**config.mk**
```make
export PLATFORM = sky130hd
export DESIGN_NAME = phy_rx_multilane_flat
export DESIGN_NICKNAME = d
export VERILOG_FILES = /design/src/rtl/phy_rx_pkg.sv /design/src/rtl/phy_rx_multilane_if.sv /design/src/rtl/phy_rx_lane.sv /design/src/rtl/phy_rx_multilane.sv /design/src/flat_wrapper.sv
export SDC_FILE = /design/constraint.sdc
export NUM_CORES = 1
export LEC_CHECK = 0
export CAP_MARGIN = 20
export CORE_MARGIN = 4
export CORE_UTILIZATION = 50
export DETAILED_ROUTE_END_ITERATION = 7
export PLACE_DENSITY = 0.75
export SLEW_MARGIN = 20
export SYNTH_ARGS = -nofsm -noshare
export SYNTH_HDL_FRONTEND = slang
export SYNTH_HIERARCHICAL = 1
export SYNTH_SLANG_ARGS = --single-unit
```
**constraint.sdc**
```tcl
create_clock -name clk_32f -period 3.1 [get_ports clk_32f]
set_input_delay 0.31 -clock clk_32f [delete_from_list [all_inputs] [get_ports clk_32f]]
set_output_delay 0.31 -clock clk_32f [all_outputs]
set_load 0.01 [all_outputs]
```
**src/rtl/phy_rx_pkg.sv**
```systemverilog
// Shared constants for the multilane PHY receive path: byte width, default COM symbol
// and the per-lane alignment state encoding.
package phy_rx_pkg;

  localparam int unsigned BYTE_W = 8;

  typedef logic [BYTE_W-1:0] byte_t;

  localparam byte_t COM_SYM_DEF = 8'hBC;

  localparam logic [1:0] ST_SEARCH = 2'd0;
  localparam logic [1:0] ST_ALIGN  = 2'd1;
  localparam logic [1:0] ST_LOCKED = 2'd2;

endpackage

```
**src/rtl/phy_rx_multilane_if.sv**
```systemverilog
// Lane pins in, unstriped word bus and link status out.
interface phy_rx_multilane_if #(
  parameter int unsigned LANES      = 2,
  parameter int unsigned WORD_BYTES = 4
);
  logic [LANES-1:0]        data_in;
  logic [8*WORD_BYTES-1:0] data_out;
  logic                    valid_out;
  logic [LANES-1:0]        lane_locked;
  logic                    all_locked;
  logic                    overflow;

  modport master (
    input  data_in,
    output data_out, valid_out, lane_locked, all_locked, overflow
  );

  modport slave (
    output data_in,
    input  data_out, valid_out, lane_locked, all_locked, overflow
  );
endinterface

```
**src/rtl/phy_rx_lane.sv**
```systemverilog
// One receive lane: bit deserialiser, COM alignment FSM, byte->word packer and holding register.
// PHY_RX_ERR_CNT_EN adds a pulse output flagging ALIGN->SEARCH fallbacks.
module phy_rx_lane
  import phy_rx_pkg::*;
#(
  parameter int unsigned WORD_BYTES = 4,
  parameter byte_t       COM_SYM    = COM_SYM_DEF,
  parameter int unsigned LOCK_COUNT = 4
) (
  input  logic                           clk_32f,
  input  logic                           reset,
  input  logic                           data_in,
  input  logic                           load_en,
  output logic [BYTE_W*WORD_BYTES-1:0]   word,
  output logic                           word_done,
  output logic                           locked
`ifdef PHY_RX_ERR_CNT_EN
  ,
  output logic                           fallback
`endif
);

  localparam int unsigned SlotW = (WORD_BYTES > 1) ? $clog2(WORD_BYTES) : 1;
  localparam logic [SlotW-1:0] LastSlot = SlotW'(WORD_BYTES - 1);

  logic [1:0]       state_q, state_d;
  // Seven bits of history; with the incoming bit they form the current 8-bit window.
  logic [6:0]       sr_q, sr_d;
  logic [2:0]       bit_cnt_q, bit_cnt_d;
  logic [3:0]       com_cnt_q, com_cnt_d;
  byte_t            byte_q, byte_d;
  logic             byte_vld_q, byte_vld_d;
  logic [SlotW-1:0] slot_q, slot_d;
  logic [WORD_BYTES-1:0][BYTE_W-1:0] buf_q, buf_d;
  logic [BYTE_W*WORD_BYTES-1:0]      hold_q, hold_d;

  byte_t cur;
  logic  boundary;

  assign cur      = {sr_q, data_in};
  assign boundary = (bit_cnt_q == 3'd7);

  always_comb begin
    state_d    = state_q;
    sr_d       = cur[6:0];
    bit_cnt_d  = bit_cnt_q + 3'd1;
    com_cnt_d  = com_cnt_q;
    byte_d     = byte_q;
    byte_vld_d = 1'b0;
`ifdef PHY_RX_ERR_CNT_EN
    fallback   = 1'b0;
`endif
    case (state_q)
      ST_SEARCH: begin
        if (cur == COM_SYM) begin
          bit_cnt_d = '0;
          com_cnt_d = 4'd1;
          state_d   = (LOCK_COUNT <= 1) ? ST_LOCKED : ST_ALIGN;
        end
      end
      ST_ALIGN: begin
        if (boundary) begin
          if (cur == COM_SYM) begin
            com_cnt_d = com_cnt_q + 4'd1;
            if (32'(com_cnt_q) + 32'd1 >= LOCK_COUNT) state_d = ST_LOCKED;
          end else begin
            state_d   = ST_SEARCH;
            com_cnt_d = '0;
`ifdef PHY_RX_ERR_CNT_EN
            fallback  = 1'b1;
`endif
          end
        end
      end
      ST_LOCKED: begin
        // COM bytes after lock are idles and never reach the packer.
        if (boundary && (cur != COM_SYM)) begin
          byte_vld_d = 1'b1;
          byte_d     = cur;
        end
      end
      default: state_d = ST_SEARCH;
    endcase
  end

  always_comb begin
    buf_d     = buf_q;
    slot_d    = slot_q;
    hold_d    = hold_q;
    word_done = 1'b0;
    if (byte_vld_q) begin
      buf_d[slot_q] = byte_q;
      if (slot_q == LastSlot) begin
        word_done = 1'b1;
        slot_d    = '0;
        // A refused word is dropped so the unconsumed one stays intact.
        if (load_en) hold_d = buf_d;
      end else begin
        slot_d = slot_q + 1'b1;
      end
    end
  end

  always_ff @(posedge clk_32f or negedge reset) begin
    if (!reset) begin
      state_q    <= ST_SEARCH;
      sr_q       <= '0;
      bit_cnt_q  <= '0;
      com_cnt_q  <= '0;
      byte_q     <= '0;
      byte_vld_q <= 1'b0;
      slot_q     <= '0;
      buf_q      <= '0;
      hold_q     <= '0;
    end else begin
      state_q    <= state_d;
      sr_q       <= sr_d;
      bit_cnt_q  <= bit_cnt_d;
      com_cnt_q  <= com_cnt_d;
      byte_q     <= byte_d;
      byte_vld_q <= byte_vld_d;
      slot_q     <= slot_d;
      buf_q      <= buf_d;
      hold_q     <= hold_d;
    end
  end

  assign word   = hold_q;
  assign locked = (state_q == ST_LOCKED);

endmodule

```
**src/rtl/phy_rx_multilane.sv**
```systemverilog
// Multilane PHY receive top: per-lane receivers plus strict round-robin unstriper.
// Defining PHY_RX_ERR_CNT_EN adds the saturating err_cnt port (dropped words + fallbacks).
module phy_rx_multilane
  import phy_rx_pkg::*;
#(
  parameter int unsigned LANES      = 2,
  parameter int unsigned WORD_BYTES = 4,
  parameter byte_t       COM_SYM    = COM_SYM_DEF,
  parameter int unsigned LOCK_COUNT = 4
) (
  input  logic                clk_32f,
  input  logic                reset,
  phy_rx_multilane_if.master  rx
`ifdef PHY_RX_ERR_CNT_EN
  ,
  output logic [15:0]         err_cnt
`endif
);

  localparam int unsigned PtrW  = (LANES > 1) ? $clog2(LANES) : 1;
  localparam int unsigned WordW = BYTE_W * WORD_BYTES;

  logic [LANES-1:0][WordW-1:0] lane_word;
  logic [LANES-1:0] lane_done, lane_locked, load_en, consume, drop;
  logic [LANES-1:0] pending_q, pending_d;
  logic [PtrW-1:0]  ptr_q, ptr_d;
  logic [WordW-1:0] data_out_q, data_out_d;
  logic             valid_q, valid_d;
  logic             overflow_q, overflow_d;
  logic             head_pending;
`ifdef PHY_RX_ERR_CNT_EN
  logic [LANES-1:0] lane_fallback;
  logic [15:0]      err_cnt_q, err_cnt_d;
  logic [4:0]       err_inc;
  logic [16:0]      err_sum;
`endif

  for (genvar gi = 0; gi < LANES; gi++) begin : g_lane
    phy_rx_lane #(
      .WORD_BYTES (WORD_BYTES),
      .COM_SYM    (COM_SYM),
      .LOCK_COUNT (LOCK_COUNT)
    ) u_lane (
      .clk_32f   (clk_32f),
      .reset     (reset),
      .data_in   (rx.data_in[gi]),
      .load_en   (load_en[gi]),
      .word      (lane_word[gi]),
      .word_done (lane_done[gi]),
      .locked    (lane_locked[gi])
`ifdef PHY_RX_ERR_CNT_EN
      ,
      .fallback  (lane_fallback[gi])
`endif
    );
  end

  // The pointer only advances on a consumed word, so a silent lane stalls every lane.
  always_comb begin
    head_pending = pending_q[ptr_q];
    consume      = '0;
    if (head_pending) consume[ptr_q] = 1'b1;
    valid_d    = head_pending;
    data_out_d = head_pending ? lane_word[ptr_q] : data_out_q;
    ptr_d      = ptr_q;
    if (head_pending) ptr_d = (ptr_q == PtrW'(LANES - 1)) ? '0 : ptr_q + 1'b1;
    load_en    = ~pending_q | consume;
    drop       = lane_done & ~load_en;
    pending_d  = (pending_q & ~consume) | (lane_done & load_en);
    overflow_d = overflow_q | (|drop);
  end

`ifdef PHY_RX_ERR_CNT_EN
  always_comb begin
    err_inc = '0;
    for (int i = 0; i < int'(LANES); i++) begin
      err_inc = err_inc + 5'(drop[i]) + 5'(lane_fallback[i]);
    end
    err_sum   = 17'(err_cnt_q) + 17'(err_inc);
    err_cnt_d = err_sum[16] ? 16'hFFFF : err_sum[15:0];
  end
`endif

  always_ff @(posedge clk_32f or negedge reset) begin
    if (!reset) begin
      pending_q  <= '0;
      ptr_q      <= '0;
      data_out_q <= '0;
      valid_q    <= 1'b0;
      overflow_q <= 1'b0;
`ifdef PHY_RX_ERR_CNT_EN
      err_cnt_q  <= '0;
`endif
    end else begin
      pending_q  <= pending_d;
      ptr_q      <= ptr_d;
      data_out_q <= data_out_d;
      valid_q    <= valid_d;
      overflow_q <= overflow_d;
`ifdef PHY_RX_ERR_CNT_EN
      err_cnt_q  <= err_cnt_d;
`endif
    end
  end

  assign rx.data_out    = data_out_q;
  assign rx.valid_out   = valid_q;
  assign rx.lane_locked = lane_locked;
  assign rx.all_locked  = &lane_locked;
  assign rx.overflow    = overflow_q;
`ifdef PHY_RX_ERR_CNT_EN
  assign err_cnt        = err_cnt_q;
`endif

endmodule

```
**src/flat_wrapper.sv**
```systemverilog
// flat-port wrapper written by rule: the top's interface ports become plain ports
module phy_rx_multilane_flat import phy_rx_pkg::*;
#(
  parameter int unsigned LANES      = 2,
  parameter int unsigned WORD_BYTES = 4,
  parameter byte_t       COM_SYM    = COM_SYM_DEF,
  parameter int unsigned LOCK_COUNT = 4
)
  (clk_32f, reset, rx_data_in, rx_data_out, rx_valid_out, rx_lane_locked, rx_all_locked, rx_overflow);
  phy_rx_multilane_if #(.LANES(LANES), .WORD_BYTES(WORD_BYTES)) rx_i ();
  input  logic clk_32f;
  input  logic reset;
  input wire logic [$bits(rx_i.data_in)-1:0] rx_data_in;
  output wire logic [$bits(rx_i.data_out)-1:0] rx_data_out;
  output wire logic [$bits(rx_i.valid_out)-1:0] rx_valid_out;
  output wire logic [$bits(rx_i.lane_locked)-1:0] rx_lane_locked;
  output wire logic [$bits(rx_i.all_locked)-1:0] rx_all_locked;
  output wire logic [$bits(rx_i.overflow)-1:0] rx_overflow;
  assign rx_i.data_in = rx_data_in;
  assign rx_data_out = rx_i.data_out;
  assign rx_valid_out = rx_i.valid_out;
  assign rx_lane_locked = rx_i.lane_locked;
  assign rx_all_locked = rx_i.all_locked;
  assign rx_overflow = rx_i.overflow;
  phy_rx_multilane #(.LANES(LANES), .WORD_BYTES(WORD_BYTES), .COM_SYM(COM_SYM), .LOCK_COUNT(LOCK_COUNT)) u_core (.clk_32f(clk_32f), .reset(reset), .rx(rx_i));
endmodule
```
==> impl_metrics.tcl, run 1 <==
set metrics [dict create \
    outcome "completed" \
    critical_path.cell_chain "nor2b_1, and2_1, clkdlybuf4s50_1" \
    postCtsSetupRepairBufs 0 \
    synthTopCellsByArea "sky130_fd_sc_hd__dfrtp_1 56%, sky130_fd_sc_hd__mux2i_1 16%, sky130_fd_sc_hd__mux2_2 8.0%, sky130_fd_sc_hd__o21ai_0 3.2%, sky130_fd_sc_hd__nand2_1 2.7%" \
    timing.setup.tns_ps 0 \
    buf_inv_on_cp 1 \
    mostFrequentLayoutCell "sky130_fd_sc_hd__dfrtp_1" \
    globalRoute.totalOverflow 0 \
    timing.critical_path.to_type "output port" \
    route.vias.total 5511 \
    count_of_state_elements_after_synthesis 203 \
    worstPathArrival_ps 2150 \
    synth_area_leader_cell "sky130_fd_sc_hd__dfrtp_1" \
    remaining_drc_errors 0 \
    register_area_um2 5080 \
    r2r_setup_slack_ps 1090 \
    clock_edge_transition_at_the_registers_on_the_reported_setup_and_hold_paths_ps 50 \
    timing.critical_path.slowest_cell_delay_ps 540 \
    final.hold.worst_slack_ps 324 \
    clock_skew_ps 4.28 \
    route.antenna.remaining_nets 0 \
    utilization 0.568 \
    synth_ff_type "sky130_fd_sc_hd__dfrtp_1" \
    power.density_nw_per_um2 524 \
    synth_cell_types 43 \
    initial_antenna_violation_count 0 \
    die_w_um 143 \
    fp.dieH_um 143 \
    path_max_fanout 10 \
    report.final.slew_viol_count 0 \
    first_pass_iters 4 \
    slowest_stage_cell_crit_path "sky130_fd_sc_hd__clkdlybuf4s50_1" \
    cts_sinks 203 \
    postSynth.asyncResetShare 1.00 \
    cts_htree_levels 1 \
    vdd_ir_drop_max_mv 0.423 \
    path_delay_family "simple AND/OR/NAND/NOR gates" \
    placementRows 49 \
    crit_path_start_kind "flop" \
    grt_start_max_net_pins 99 \
    final.fill_count 1454 \
    finalWeightedCongestion 0.802 \
    start_util 0.509 \
    ctsResizeCount 0 \
    synth_enable_flop_cells 0 \
    synth_nets 731 \
    multiInputGateArea_um2 3700 \
    holdBufCountCts 1 \
    core_area_um2 18000 \
    layout.cells.most_common_list "200 x sky130_fd_sc_hd__dfrtp_1, 144 x sky130_fd_sc_hd__mux2i_1, 66 x sky130_fd_sc_hd__nand2_1" \
    worst-endpoint-required_ps 2790 \
    wl_final_um 18500 \
    grt_setup_unrepaired "false" \
    hpwlAfterDp_um 12100 \
    routed_wire_length_per_instance_um 19.1 \
    insertedDiodeCount 0 \
    cts_max_path_bufs 3 \
    dp_cells 935 \
    maxCapViolCount 0 \
    setup_slack_after_placement_ps 937 \
    fp.dieArea_um2 20500 \
    drt-vias-per-instance 5.69 \
    port_buffer_count 40 \
    cellLeakagePower_uw 0.00449 \
    tritoncts.num_buffers 21 \
    tritoncts "done" \
    worst_pin_slew_ps 789 \
    finish.cell_count_without_fillers 968 \
    root_buffer "sky130_fd_sc_hd__clkbuf_16" \
    global_route_wire_length_before_repair_um 30800 \
    num-nets-final 750 \
    final-setup-viol-count 0 \
    post_route_cells_drive_above_1_share 0.175 \
    max_freq_mhz 406 \
    synthesis.instances 711 \
    drt_iter0_drc 217 \
    grt_util_all_layers 0.186 \
    hold_class "primary input to flop" \
    via_count_of_the_first_global_routing_pass 5827 \
    synth-seq-area-share 0.555 \
    min_period_over_period 0.795 \
    post_synth_top_area_share 0.555 \
    relSlewSlack 0.474 \
    post_synth_instance_area_um2 9150 \
    period_needed_ps 2460 \
    clk_latency_ps 490 \
    timing_worst_setup_path_type "flop to output port" \
    areaGrowthSynthToFinish_pct 11.5 \
    ys.warnings.count 6 \
    finalHoldViolations 0 \
    post_synth.cell_area_avg_um2 12.9 \
    post-route-worst-setup-slack_ps 637 \
    boundaryPins 41 \
]
metal layers:
metal  routed length (µm)  GRT usage  vias up
met5                    0          0        -
met2                 8770      0.313      123
met4                  357     0.0387        0
li1                     -          -     2543
met3                  642     0.0268       31
met1                 8700      0.261     2814
cell type report:
cell class	count	area share
multi-input cells	447	0.363
clock inverters	5	0.00282
repair buffers	51	0.0492
flip-flops and latches	203	0.498
clock buffers	27	0.0567
well taps	229	0.0281
inverters	6	0.00221
kinds of logic after synthesis:
logic type,Yosys count,share of synthesized area
AOI/OAI and AO/OA,75,0.0470
adders and majority gates,16,0.0219
buffers and inverters,61,0.0412
DFF,203,0.555
muxes,225,0.264
and+or+nand+nor,131,0.0708
Yosys cell counts (5+ instances only):
cell type                    n
sky130_fd_sc_hd__inv_1       6
sky130_fd_sc_hd__mux2_4     16
sky130_fd_sc_hd__nand3b_1    7
sky130_fd_sc_hd__nand3_1    10
sky130_fd_sc_hd__nor2b_1    12
sky130_fd_sc_hd__nand2_1    66
sky130_fd_sc_hd__buf_1      16
sky130_fd_sc_hd__ha_1       16
sky130_fd_sc_hd__nand4_1     6
sky130_fd_sc_hd__clkbuf_1   23
sky130_fd_sc_hd__nand2b_1    5
sky130_fd_sc_hd__mux2_2     65
sky130_fd_sc_hd__buf_6       8
sky130_fd_sc_hd__mux2i_1   144
sky130_fd_sc_hd__dfrtp_1   203
sky130_fd_sc_hd__o21ai_0    59
sky130_fd_sc_hd__nor2_1      8
worst paths after layout:
check	from	endpoint	cells after the start
worst min-delay path	rx_data_in[1]	u_core/g_lane[1].u_lane/sr_q[0]	1
worst max register to register	u_core/ptr_q	u_core/g_lane[1].u_lane/word[9]	6
min in group asynchronous	reset	u_core/g_lane[0].u_lane/buf_q[15]	2
max in group asynchronous	reset	u_core/pending_q[1]	3
worst max-delay path	u_core/g_lane[0].u_lane/state_q[1]	rx_all_locked	3
worst min register to register	u_core/g_lane[0].u_lane/sr_q[5]	u_core/g_lane[0].u_lane/sr_q[6]	0
worst register-to-register path, stage by stage (launching register included):
cell and delay, ps:
sky130_fd_sc_hd__dfrtp_2 370, sky130_fd_sc_hd__buf_4 340, sky130_fd_sc_hd__nand2b_1 200, sky130_fd_sc_hd__nand3_2 400
sky130_fd_sc_hd__buf_4 390, sky130_fd_sc_hd__nand2_1 100, sky130_fd_sc_hd__o21ai_0 80
state kept, by name (all words and copies together), names as in the netlist:
signal / count
u_core/g_lane.u_lane/bit_cnt_q: 6
u_core/g_lane.u_lane/buf_q: 48
u_core/g_lane.u_lane/byte_q: 16
u_core/g_lane.u_lane/byte_vld_q: 2
u_core/g_lane.u_lane/com_cnt_q: 8
u_core/g_lane.u_lane/slot_q: 4
u_core/g_lane.u_lane/sr_q: 14
u_core/g_lane.u_lane/state_q: 4
u_core/g_lane.u_lane/word: 64
u_core/pending_q: 2
u_core/ptr_q: 1
u_core/rx.data_out: 32
u_core/rx.overflow: 1
u_core/rx.valid_out: 1
power by group:
group,leakage (µW),switching [µW],total [µW],internal [µW]
Clock,0.000304,964,2270,1300
Combinational,0.00141,144,253,109
Sequential,0.00278,95.8,2830,2730
Total,0.00449,1200,5350,4140
per-stage QoR:
step                      power, µW  instance area, µm²
after CTS                      5410               10200
after global routing           5570               10200
after detailed placement       3130                9590
after floorplan                3000                9150
after global placement         3100                9590
final                          5350               10200
Note: power is estimated with default switching activity, not from simulation.
==> run 2: changes to the inputs <==
Settings changed: PLACE_DENSITY 0.75 to 0.78.
Clock period 3.1 ns to 2.2 ns, I/O delays scaled along.
==> run 2 against run 1 <==
  * Utilization increased by 0.79 points
  * Clock power increased by 49%
  * Register-to-register slack got worse by 780 ps
  * Clock skew increased by 8.2 ps
  * Worst setup slack got worse by 540 ps
  * Wire length increased by 1.0%
  * Global-route usage increased by 0.37 points
  * Cell count increased by 1.2%
  * Hold slack got worse by 71 ps
  * Die area unchanged
  * Highest routed layer unchanged
==> impl_metrics.tcl, run 2 (synthesis results as in run 1) <==
set metrics [dict create \
    timing_worst_setup_path_type "flop to output port" \
    routed_wire_length_per_instance_um 19.0 \
    path_max_fanout 11 \
    worst_pin_slew_ps 703 \
    grt_start_max_net_pins 63 \
    drt-vias-per-instance 5.68 \
    power.density_nw_per_um2 749 \
    clock_edge_transition_at_the_registers_on_the_reported_setup_and_hold_paths_ps 60 \
    grt_setup_unrepaired "false" \
    mostFrequentLayoutCell "sky130_fd_sc_hd__dfrtp_1" \
    crit_path_start_kind "flop" \
    global_route_wire_length_before_repair_um 31200 \
    route.antenna.remaining_nets 0 \
    placementRows 49 \
    boundaryPins 41 \
    die_w_um 143 \
    root_buffer "sky130_fd_sc_hd__clkbuf_16" \
    fp.dieArea_um2 20500 \
    grt_util_all_layers 0.190 \
    p_clk_frac 0.438 \
    post-route-worst-setup-slack_ps 101 \
    tritoncts.num_buffers 21 \
    report.final.slew_viol_count 0 \
    relSlewSlack 0.527 \
    num-nets-final 759 \
    timing.setup.tns_ps 0 \
    critical_hold_path_startpoint "rx_data_in[0]" \
    clock_skew_ps 12.4 \
    areaGrowthSynthToFinish_pct 13.1 \
    worst-endpoint-required_ps 1980 \
    initial_antenna_violation_count 0 \
    post_route_cells_drive_above_1_share 0.190 \
    remaining_drc_errors 0 \
    largest_register_ffs 64 \
    design_area_um2 10300 \
    vdd_ir_drop_max_mv 0.670 \
    insertedDiodeCount 0 \
    drt_iter0_drc 330 \
    postCtsSetupRepairBufs 0 \
    p_sw_frac 0.223 \
    route.vias.total 5563 \
    cts_max_path_bufs 3 \
    clk_latency_ps 490 \
    port_buffer_count 40 \
    outcome "completed" \
    hold_class "primary input to flop" \
    regToRegStartpoint "u_core/g_lane[1].u_lane/bit_cnt_q[0]" \
    maxCapViolCount 0 \
    first_pass_iters 5 \
    cts_sinks 203 \
    layout.cells.most_common_list "198 x sky130_fd_sc_hd__dfrtp_1, 144 x sky130_fd_sc_hd__mux2i_1, 66 x sky130_fd_sc_hd__nand2_1" \
    cellLeakagePower_uw 0.00456 \
    utilization 0.576 \
    total_switching_power_uw 1730 \
    timing.critical_path.to_type "output port" \
    start_util 0.509 \
    finalHoldViolations 0 \
    period_needed_ps 2100 \
    setup_slack_after_placement_ps 131 \
    max_freq_mhz 476 \
    cts_htree_levels 1 \
    cp-startpoint "u_core/g_lane[0].u_lane/state_q[0]" \
    fp.dieH_um 143 \
    worstPathArrival_ps 1880 \
    finish.cell_count_without_fillers 980 \
    tritoncts "done" \
    core_area_um2 18000 \
    min_period_over_period 0.954 \
    globalRoute.totalOverflow 0 \
    hpwlAfterDp_um 12600 \
    post_dp_cell_area_um2 9670 \
    sequentialPowerShare 0.515 \
    final-setup-viol-count 0 \
    via_count_of_the_first_global_routing_pass 5856 \
    wl_final_um 18700 \
    dp_cells 944 \
    finalWeightedCongestion 0.890 \
    pwr-share-comb 0.048 \
    cellInternalPower_uw 6030 \
]
run 2: final timing paths:
kind	endpoint	slack, ps	cells after the start
max	rx_all_locked	100	3
min	u_core/g_lane[0].u_lane/sr_q[0]	250	1
max reg2reg	u_core/g_lane[1].u_lane/com_cnt_q[3]	310	6
min reg2reg	u_core/g_lane[0].u_lane/sr_q[6]	390	0
max in group asynchronous	u_core/pending_q[1]	1170	3
min in group asynchronous	u_core/g_lane[0].u_lane/word[19]	290	2
run 2: timing repair:
item	4_1_cts	5_1_grt
pin swaps	0	0
endpoints found under the hold margin	57	0
setup endpoints to repair	2	1
hold buffers	1	0
gates resized for setup	3	3
run 2: cell type report:
class | count | area (µm²)
multi-input combinational | 447 | 3720
inverter | 6 | 22.5
fill | 1424 | 7620
clock inverter | 8 | 93.8
tap | 229 | 287
timing repair buffer | 60 | 582
clock buffer | 27 | 558
sequential | 203 | 5090
run 2: metrics by stage:
| step | hold slack (ps) | total power [µW] |
|---|---|---|
| 2_1_floorplan | -75.6 | 4230 |
| 3_3_place_gp | 242 | 4360 |
| 3_5_place_dp | 250 | 4410 |
| 4_1_cts | 225 | 7820 |
| 5_1_grt | 244 | 8090 |
| 6_report | 253 | 7750 |
run 2: per-layer routing:
layer / GRT usage / vias to the layer above / wire length, µm
li1: - / 2566 / -
met1: 0.276 / 2847 / 8740
met5: 0 / - / 0
met3: 0.0248 / 27 / 591
met2: 0.312 / 123 / 9000
met4: 0.0367 / 0 / 339
run 2: worst max-delay path: stages, from the launching register on:
cell,delay (ps)
sky130_fd_sc_hd__dfrtp_1,500
sky130_fd_sc_hd__nor2b_4,210
sky130_fd_sc_hd__and2_1,140
sky130_fd_sc_hd__clkdlybuf4s50_1,530
run 2: power groups by stage:
stage	registers [µW]	logic (µW)	clock network, µW
2_1_floorplan	4000	225	0
3_3_place_gp	4030	335	0
3_5_place_dp	4050	368	0
4_1_cts	3980	372	3470
5_1_grt	4010	431	3650
6_report	3990	370	3390
==> run 3: changes to the inputs <==
Settings changed: SLEW_MARGIN 20 to 40.
==> results of run 3 <==
Final layout, timing and power as in run 2 (identical DEF).
